`src/rtl/moving_msg_scroller.sv`:
```
// Scrolls one of NUM_MSG externally supplied messages across a multiplexed,
// common-anode seven-segment display, with loop/one-shot modes and pause.
module moving_msg_scroller #(
    parameter int NUM_MSG     = 4,
    parameter int MSG_CHARS   = 16,
    parameter int DIGITS      = 8,
    parameter int SCROLL_DIV  = 100_000_000,
    parameter int REFRESH_DIV = 100_000,
    localparam int SEL_W      = (NUM_MSG > 1) ? $clog2(NUM_MSG) : 1
) (
    input  logic                           clk,
    input  logic                           rst_n,
    input  logic [NUM_MSG*MSG_CHARS*5-1:0] msg_flat,
    input  logic [SEL_W-1:0]               sel,
    input  logic                           sel_valid,
    input  logic                           mode,
    input  logic                           pause,
    output logic [DIGITS-1:0]              AN,
    output logic [6:0]                     seg,
    output logic                           done
);
    localparam int SCAN_CW   = (REFRESH_DIV > 1) ? $clog2(REFRESH_DIV) : 1;
    localparam int SCROLL_CW = (SCROLL_DIV > 1) ? $clog2(SCROLL_DIV) : 1;
    localparam int IDX_W     = (DIGITS > 1) ? $clog2(DIGITS) : 1;
    localparam int OFF_W     = (MSG_CHARS > 1) ? $clog2(MSG_CHARS) : 1;
    localparam int SUM_W     = OFF_W + 1;
    localparam int MSG_SLOTS = 1 << SEL_W;

    localparam logic [SCAN_CW-1:0]   SCAN_LAST   = SCAN_CW'(REFRESH_DIV - 1);
    localparam logic [SCROLL_CW-1:0] SCROLL_LAST = SCROLL_CW'(SCROLL_DIV - 1);
    localparam logic [IDX_W-1:0]     IDX_LAST    = IDX_W'(DIGITS - 1);
    localparam logic [OFF_W-1:0]     OFF_LAST    = OFF_W'(MSG_CHARS - 1);
    localparam logic [OFF_W-1:0]     OFF_FINAL   = OFF_W'(MSG_CHARS - DIGITS);

    logic [SCAN_CW-1:0]   scan_cnt_reg;
    logic [IDX_W-1:0]     scan_idx_reg;
    logic [IDX_W-1:0]     disp_pos_reg, disp_pos_next;
    logic [SCROLL_CW-1:0] scroll_cnt_reg, scroll_cnt_next;
    logic [OFF_W-1:0]     offset_reg, offset_next;
    logic                 done_reg, done_next;
    logic [SEL_W-1:0]     prev_sel_reg;
    logic                 prev_act_reg, prev_mode_reg;
    logic [DIGITS-1:0]    an_reg, an_pat;
    logic [6:0]           seg_reg;
    logic                 act, restart, scan_tick;
    logic [SUM_W-1:0]     char_sum;
    logic [OFF_W-1:0]     char_idx;
    logic [4:0]           cur_char;
    logic [4:0]           chars [MSG_SLOTS][MSG_CHARS];

    // Unpopulated select slots read as blank glyphs so any sel value is safe to index.
    for (genvar gi = 0; gi < MSG_SLOTS; gi++) begin : g_msg
        for (genvar gj = 0; gj < MSG_CHARS; gj++) begin : g_chr
            if (gi < NUM_MSG) begin : g_real
                assign chars[gi][gj] = msg_flat[(gi*MSG_CHARS+gj)*5 +: 5];
            end else begin : g_pad
                assign chars[gi][gj] = 5'd31;
            end
        end
    end

    for (genvar gi = 0; gi < DIGITS; gi++) begin : g_an
        assign an_pat[gi] = (scan_idx_reg != IDX_W'(DIGITS - 1 - gi));
    end

    assign act       = sel_valid && (int'(sel) < NUM_MSG);
    assign restart   = (sel != prev_sel_reg) || (act && !prev_act_reg) || (mode != prev_mode_reg);
    assign scan_tick = (scan_cnt_reg == SCAN_LAST);

    function automatic logic [6:0] glyph(input logic [4:0] c);
        case (c)
            5'd0:  glyph = 7'h40;  5'd1:  glyph = 7'h79;  5'd2:  glyph = 7'h24;
            5'd3:  glyph = 7'h30;  5'd4:  glyph = 7'h19;  5'd5:  glyph = 7'h12;
            5'd6:  glyph = 7'h02;  5'd7:  glyph = 7'h78;  5'd8:  glyph = 7'h00;
            5'd9:  glyph = 7'h10;  5'd10: glyph = 7'h08;  5'd11: glyph = 7'h03;
            5'd12: glyph = 7'h46;  5'd13: glyph = 7'h21;  5'd14: glyph = 7'h06;
            5'd15: glyph = 7'h0E;  5'd16: glyph = 7'h09;  5'd17: glyph = 7'h47;
            5'd18: glyph = 7'h2B;  5'd19: glyph = 7'h23;  5'd20: glyph = 7'h0C;
            5'd21: glyph = 7'h2F;  5'd22: glyph = 7'h07;  5'd23: glyph = 7'h41;
            5'd24: glyph = 7'h11;  5'd25: glyph = 7'h3F;  5'd26: glyph = 7'h77;
            default: glyph = 7'h7F;
        endcase
    endfunction

    // Offset/done/prescaler: restart dominates, then a paused or blanked panel freezes.
    always_comb begin
        scroll_cnt_next = scroll_cnt_reg;
        offset_next     = offset_reg;
        done_next       = done_reg;
        if (restart) begin
            scroll_cnt_next = '0;
            offset_next     = '0;
            done_next       = 1'b0;
        end else if (act) begin
            done_next = mode && (offset_reg == OFF_FINAL);
            if (!pause) begin
                if (scroll_cnt_reg == SCROLL_LAST) begin
                    scroll_cnt_next = '0;
                    if (!mode) begin
                        offset_next = (offset_reg == OFF_LAST) ? '0 : offset_reg + 1'b1;
                    end else if (offset_reg != OFF_FINAL) begin
                        offset_next = offset_reg + 1'b1;
                    end
                end else begin
                    scroll_cnt_next = scroll_cnt_reg + 1'b1;
                end
            end
        end
    end

    // The lit digit latches the pre-increment scan index, so position 0 shows first.
    always_comb begin
        disp_pos_next = scan_tick ? scan_idx_reg : disp_pos_reg;
        char_sum      = {1'b0, offset_reg} + SUM_W'(disp_pos_next);
        char_idx      = (char_sum >= SUM_W'(MSG_CHARS)) ? OFF_W'(char_sum - SUM_W'(MSG_CHARS))
                                                        : OFF_W'(char_sum);
        cur_char      = chars[sel][char_idx];
    end

    always_ff @(posedge clk or negedge rst_n) begin
        if (!rst_n) begin
            scan_cnt_reg   <= '0;
            scan_idx_reg   <= '0;
            disp_pos_reg   <= '0;
            scroll_cnt_reg <= '0;
            offset_reg     <= '0;
            done_reg       <= 1'b0;
            prev_sel_reg   <= '0;
            prev_act_reg   <= 1'b0;
            prev_mode_reg  <= 1'b0;
            an_reg         <= '1;
            seg_reg        <= 7'h7F;
        end else begin
            if (scan_tick) begin
                scan_cnt_reg <= '0;
                scan_idx_reg <= (scan_idx_reg == IDX_LAST) ? '0 : scan_idx_reg + 1'b1;
            end else begin
                scan_cnt_reg <= scan_cnt_reg + 1'b1;
            end
            disp_pos_reg   <= disp_pos_next;
            scroll_cnt_reg <= scroll_cnt_next;
            offset_reg     <= offset_next;
            done_reg       <= done_next;
            prev_sel_reg   <= sel;
            prev_act_reg   <= act;
            prev_mode_reg  <= mode;
            if (!act) begin
                an_reg  <= '1;
                seg_reg <= 7'h7F;
            end else begin
                if (scan_tick) an_reg <= an_pat;
                seg_reg <= glyph(cur_char);
            end
        end
    end

    assign AN   = an_reg;
    assign seg  = seg_reg;
    assign done = done_reg;
endmodule
```
`config.mk`:
```
export PLATFORM = sky130hd
export DESIGN_NAME = moving_msg_scroller
export DESIGN_NICKNAME = d
export VERILOG_FILES = /design/src/rtl/moving_msg_scroller.sv
export SDC_FILE = /design/constraint.sdc
export NUM_CORES = 1
export LEC_CHECK = 0
export ABC_AREA = 0
export BUFFER_PORTS_ARGS = -buffer_cell sky130_fd_sc_hd__buf_2
export CORE_ASPECT_RATIO = 2
export CORE_UTILIZATION = 40
export CTS_CLUSTER_SIZE = 24
export DETAILED_ROUTE_END_ITERATION = 10
export HOLD_SLACK_MARGIN = 0.05
export PLACE_DENSITY = 0.76
export SYNTH_ARGS = -nofsm -noshare
export SYNTH_HDL_FRONTEND = slang
export SYNTH_SLANG_ARGS = --single-unit
```
`constraint.sdc`:
```
create_clock -name clk -period 6.5 [get_ports clk]
set_input_delay 0 -clock clk [delete_from_list [all_inputs] [get_ports clk]]
set_output_delay 0 -clock clk [all_outputs]
set_load 0.1 [all_outputs]
```
Word level (Yosys, flattened, before mapping)
Memories as Yosys holds them, arrays and structs flattened. Cells that the tools add are included.

Input bits: 327. Memories kept: 1. Output and inout port bits: 16. Register bits after elaboration: 74. Memory bits (read-only): 224.

Bitwise gates (word level): 2. Reductions and logical operators: 10. Eq/ne operators: 18. $lt $le $gt $ge: 3. Add/subtract/negate cells: 6. Muxes and demuxes: 26.

Memories: (name not given) (words 32, width 7, read ports 1, clocked after Yosys merged registers in 0, wr ports 0, line 71) `case (c)`.

Operators with widths (count): $bmux 80 s2 (1); $mux 80 (2); $mux 27 (4); $mux 4 (8); $add 27x1->27 const B (1); $eq 27x27->1 const B (1); $bmux 5 s4 (1); $add 17x1->17 const B (1); $eq 17x17->1 const B (1); $mux 17 (1); $mux 8 (2); $ne 3x3->1 const B (4); $ge 5x5->1 const B (2); $mux 5 (2); $eq 4x4->1 const B (2); $mux 7 (1); $mux 3 (2); $ne 3x1->1 const B (2); $ne 3x2->1 const B (2); $add 4x3->5 (1); $not 4->5 (1); $add 4x1->4 const B (1); $ne 2x1->1 const B (2); $ne 4x4->1 const B (1); other kinds (15) (19).

Logic depth before layout (Yosys ltp)
An unclocked memory read counts as a cell.

Depth in word-level cells: 11. Gate-level depth with buffers: 24. Mapped depth without buffers: 20.

Worst setup path before layout
Ideal clock, no wire load.

Kind: register to register. From: register scan_cnt_reg[5]. To: register seg_reg[3] (netlist: seg[3]). Clock period less this slack: 4500 ps. Buffers on the path: 4. Arrival time: 4422 ps. Setup time: 78 ps. Required time: 6422 ps. Stages on the path, launching flop included: 23. Slack: 2000 ps. Path through: dfrtp_1 nor3_1 nand4_1 nor4_1 and3_1 clkbuf_1 mux2_2 ha_1 inv_1 fa_1 buf_4 clkbuf_1 clkbuf_1 nor3b_1 nor4_1 o21a_1 a31oi_2 inv_1 ha_1 inv_1 nor2_1 a211o_1 a31o_1.

Cells in the longest elaborated chain, start to end: 11. Elaborated cells on any way between the ends: 12. Those cells by class: add/sub (2); order compare (1); eq/ne (1); mux (6); bitwise (1); memory (1).

RTL lines: start, declared (line 35) `logic [SCAN_CW-1:0] scan_cnt_reg;`; start signal, assigned (line 138) `scan_cnt_reg <= scan_cnt_reg + 1'b1;`; $eq 17x17->1 (*) (line 68) `assign scan_tick = (scan_cnt_reg == SCAN_LAST);`; $mux 3 (*) (line 113) `disp_pos_next = scan_tick ? scan_idx_reg : disp_pos_reg;`; named net disp_pos_next[0] (line 37) `logic [IDX_W-1:0] disp_pos_reg, disp_pos_next;`; $add 4x3->5 (*) (line 114) `char_sum = {1'b0, offset_reg} + SUM_W'(disp_pos_next);`; $sub 4x1->4 / $ge 5x5->1 (equally long branches) (line 115) `char_idx = (char_sum >= SUM_W'(MSG_CHARS)) ? OFF_W'(char_sum - SUM_W'(MSG_CHARS))`; $mux 4 (*) (line 115); $not 4->5 (implied by the code) (*) (line 117) `cur_char = chars[sel][char_idx];`; $bmux 5 s4 (*) (line 117); $mux 5 (implied by the code) (*) (2 in series) (line 117); $mem_v2 32x7 (*); $mux 7 (*) (line 147) `if (!act) begin`; end signal, assigned (line 152) `seg_reg <= glyph(cur_char);`; end, declared (line 44) `logic [6:0] seg_reg;`.

Mark *: on every way through the listed nets, which the timed path passes. The rest lies on a longest branch. The select of a mux whose other input is x is not followed. A chain may end at the register's enable or synchronous reset.

Final worst setup path
From: register scan_cnt_reg[5]. To: register seg_reg[6] (netlist: seg[6]).

Same word-level chain as after synthesis.

==> flow_metrics.tcl <==
set metrics [dict create \
    gr-total-overflow 0 \
    synthCells 665 \
    antenna_found_initial 2 \
    hpwlAfterDp_mm 23.88 \
    synth_seq_cells 74 \
    p_total_mw 1.471 \
    status "finished clean" \
    synthArstFlopShare_pct 100.0 \
    die_area_mm2 0.01780 \
    cts_setup_buffers 0 \
    worstSetupEndpointType "flop" \
    place_area_mm2 0.008667 \
    insertion_delay_ns 0.34 \
    path_max_fanout 25 \
    drive_above_1_share_pct 48.79 \
    finalClockSkew_ns 0.009978 \
    critical_path.startpoint_type "flop" \
    worst_pin_slew_ns 0.9795 \
    slew_headroom_pct 34.65 \
    synth.cell_area_mm2 0.006897 \
    maxSlewViolCount 0 \
    crit_arrival_ns 5.43 \
    path_class "flop to flop" \
    tns_ns 0 \
    design_area_mm2 0.009009 \
    required_ns 6.72 \
    clock-root-buffer "clkbuf_16" \
    place_congestion 0.9640 \
    drt_iter0_drc 450 \
    ys_top_cells_by_area "mux4_2 (24%), dfrtp_1 (21%), dfstp_2 (5.7%)" \
    yosysMostFrequentCell "mux4_2" \
    cts.path.max_buffers 2 \
    startpoint "scan_cnt_reg[5]" \
    r2r-start "scan_cnt_reg[5]" \
    hp-start "sel[1]" \
    synth_cell_types 78 \
    hold_viol_final 0 \
    port_buffers 342 \
    grt_pass1_vias 7249 \
    dr_total_vias 7168 \
    clock.fmax_mhz 192.1 \
    cts_sinks 74 \
    cts_resized 0 \
    start_util_pct 40.93 \
    clk_pin_slew_ns 0.05 \
    drc_errors 0 \
    die_y_um 187.7 \
    largest_register_ffs 27 \
    grt_max_degree 75 \
    ant_nets 0 \
    dr.pass1.iters 9 \
    cts_tree "built" \
    wl_per_cell_um 23.56 \
    rsz0062_at_grt "no" \
    grt_pass1_wl_mm 41.62 \
    setup_viol 0 \
    post_synth.cell_area_avg_um2 10.37 \
    row_count 67 \
    synthTopCellsByCount "mux4_2 (75), nand2_1 (63), dfrtp_1 (59), o21ai_0 (52), nor2_1 (37)" \
    period_needed_ns 5.206 \
    cts_made_buffers 9 \
    synth_area_leader_cell "mux4_2" \
    via_per_inst 5.978 \
    synth_top_cell_area_share_pct 24.49 \
    die_x_um 94.85 \
    cap_violations 0 \
    grt_use_total_pct 32.29 \
    synthFlopType "dfrtp_1" \
    h-tree-depth 3 \
    power_density_mw_per_mm2 163.3 \
    io_pins 343 \
    synth_warnings 0 \
    synth-edff-count 0 \
    hp-class "primary input to flop" \
    final_nets 1332 \
    ys_seq_area_share_pct 27.12 \
    finalCritPeriodShare_pct 80.09 \
    syn_nets 1012 \
    routed_wirelength_mm 28.25 \
    power_leakage_nw 4.045 \
    core_area_mm2 0.01685 \
    vdd_drop_max_uv 131.0 \
    area_delta_synth_final_pct 30.62 \
]
[area by class of cell]
| class | instances | area (µm²) |
|---|---|---|
| diodes | 2 | 5.005 |
| clock buffers | 10 | 229.0 |
| clock inverters | 6 | 67.56 |
| fillers | 1575 | 7841 |
| inverters | 25 | 93.84 |
| multi-input cells | 519 | 4652 |
| flip-flops and latches | 74 | 1871 |
| well taps | 207 | 259.0 |
| repair buffers | 356 | 1832 |
[path summary, 6_finish.rpt]
| path | end | slack, ns | depth (start not counted) |
|---|---|---|---|
| min | prev_sel_reg[1] | 0.20 | 1 |
| min in group asynchronous | scroll_cnt_reg[2] | 0.39 | 3 |
| max reg2reg | seg[6] | 1.29 | 16 |
| min reg2reg | scroll_cnt_reg[18] | 0.48 | 1 |
| max in group asynchronous | scan_cnt_reg[1] | 5.46 | 3 |
| max | seg[6] | 1.29 | 16 |
[per-layer routing]
layer / vias to the layer above / track usage (%) / part of all wire [%]
met2: 426 / 54.12 / 50
met3: 37 / 6.042 / 9.1
met4: 0 / 8.625 / 2.2
met5: - / 0 / 0
met1: 3485 / 42.10 / 39
li1: 3220 / - / -
[metrics by stage]
stage	hold WS [ns]	setup WS [ns]	utilization, %	std cells
global placement	0.2025	1.466	51.44	1177
finish	0.1993	1.294	53.46	1199
global route	0.2441	0.9835	53.45	1198
detailed placement	0.2088	1.411	51.44	1177
floorplan	-0.2956	2.000	-	665
CTS	0.2041	1.358	53.43	1197
[worst max-delay path, stage by stage, from the launching register on]
cell	delay, ns
dfrtp_1	0.43
nor3_1	0.21
nand4_1	0.11
nor4_1	0.16
and3_1	0.29
mux2_2	0.20
ha_1	0.16
inv_1	0.05
fa_1	0.49
xnor2_4	0.74
mux2i_1	0.16
mux4_2	0.52
o2111ai_1	0.26
nand4_2	0.52
o21ai_2	0.35
o21bai_1	0.10
o311ai_1	0.32
[report_power, final]
group | switching (mW) | internal, mW
Sequential | 0.00832 | 0.478
Combinational | 0.277 | 0.217
Clock | 0.193 | 0.298
[cell families (layout without fill, tap and decap cells)]
family / count (synthesis) / after routing / synth area share [%]
AOI/OAI and AO/OA: 149 / 149 / 14.77
xor gates and xnor gates: 23 / 23 / 3.248
adders and majority gates: 20 / 20 / 3.737
buffers and inverters: 72 / 397 / 5.588
DFF: 74 / 74 / 27.12
muxes: 111 / 111 / 29.88
other: 0 / 2 / 0
and+or+nand+nor: 216 / 216 / 15.66
[what timing repair did]
| action | CTS | global route |
|---|---|---|
| hold buffers | 4 | 0 |
| endpoints found under the hold margin | 62 | 0 |
| setup endpoints to repair | 0 | 0 |
[cells in the final DEF, fill, tap and decap left out, types with 19 or more instances in the layout]
master / instances
buf_2: 340
ha_1: 19
o21ai_0: 52
nor2_1: 37
inv_1: 21
a21oi_1: 19
nand2_1: 63
mux2i_1: 27
mux4_2: 75
nand3_1: 33
dfrtp_1: 59
No activity file was read; power rests on OpenSTA's default activity.
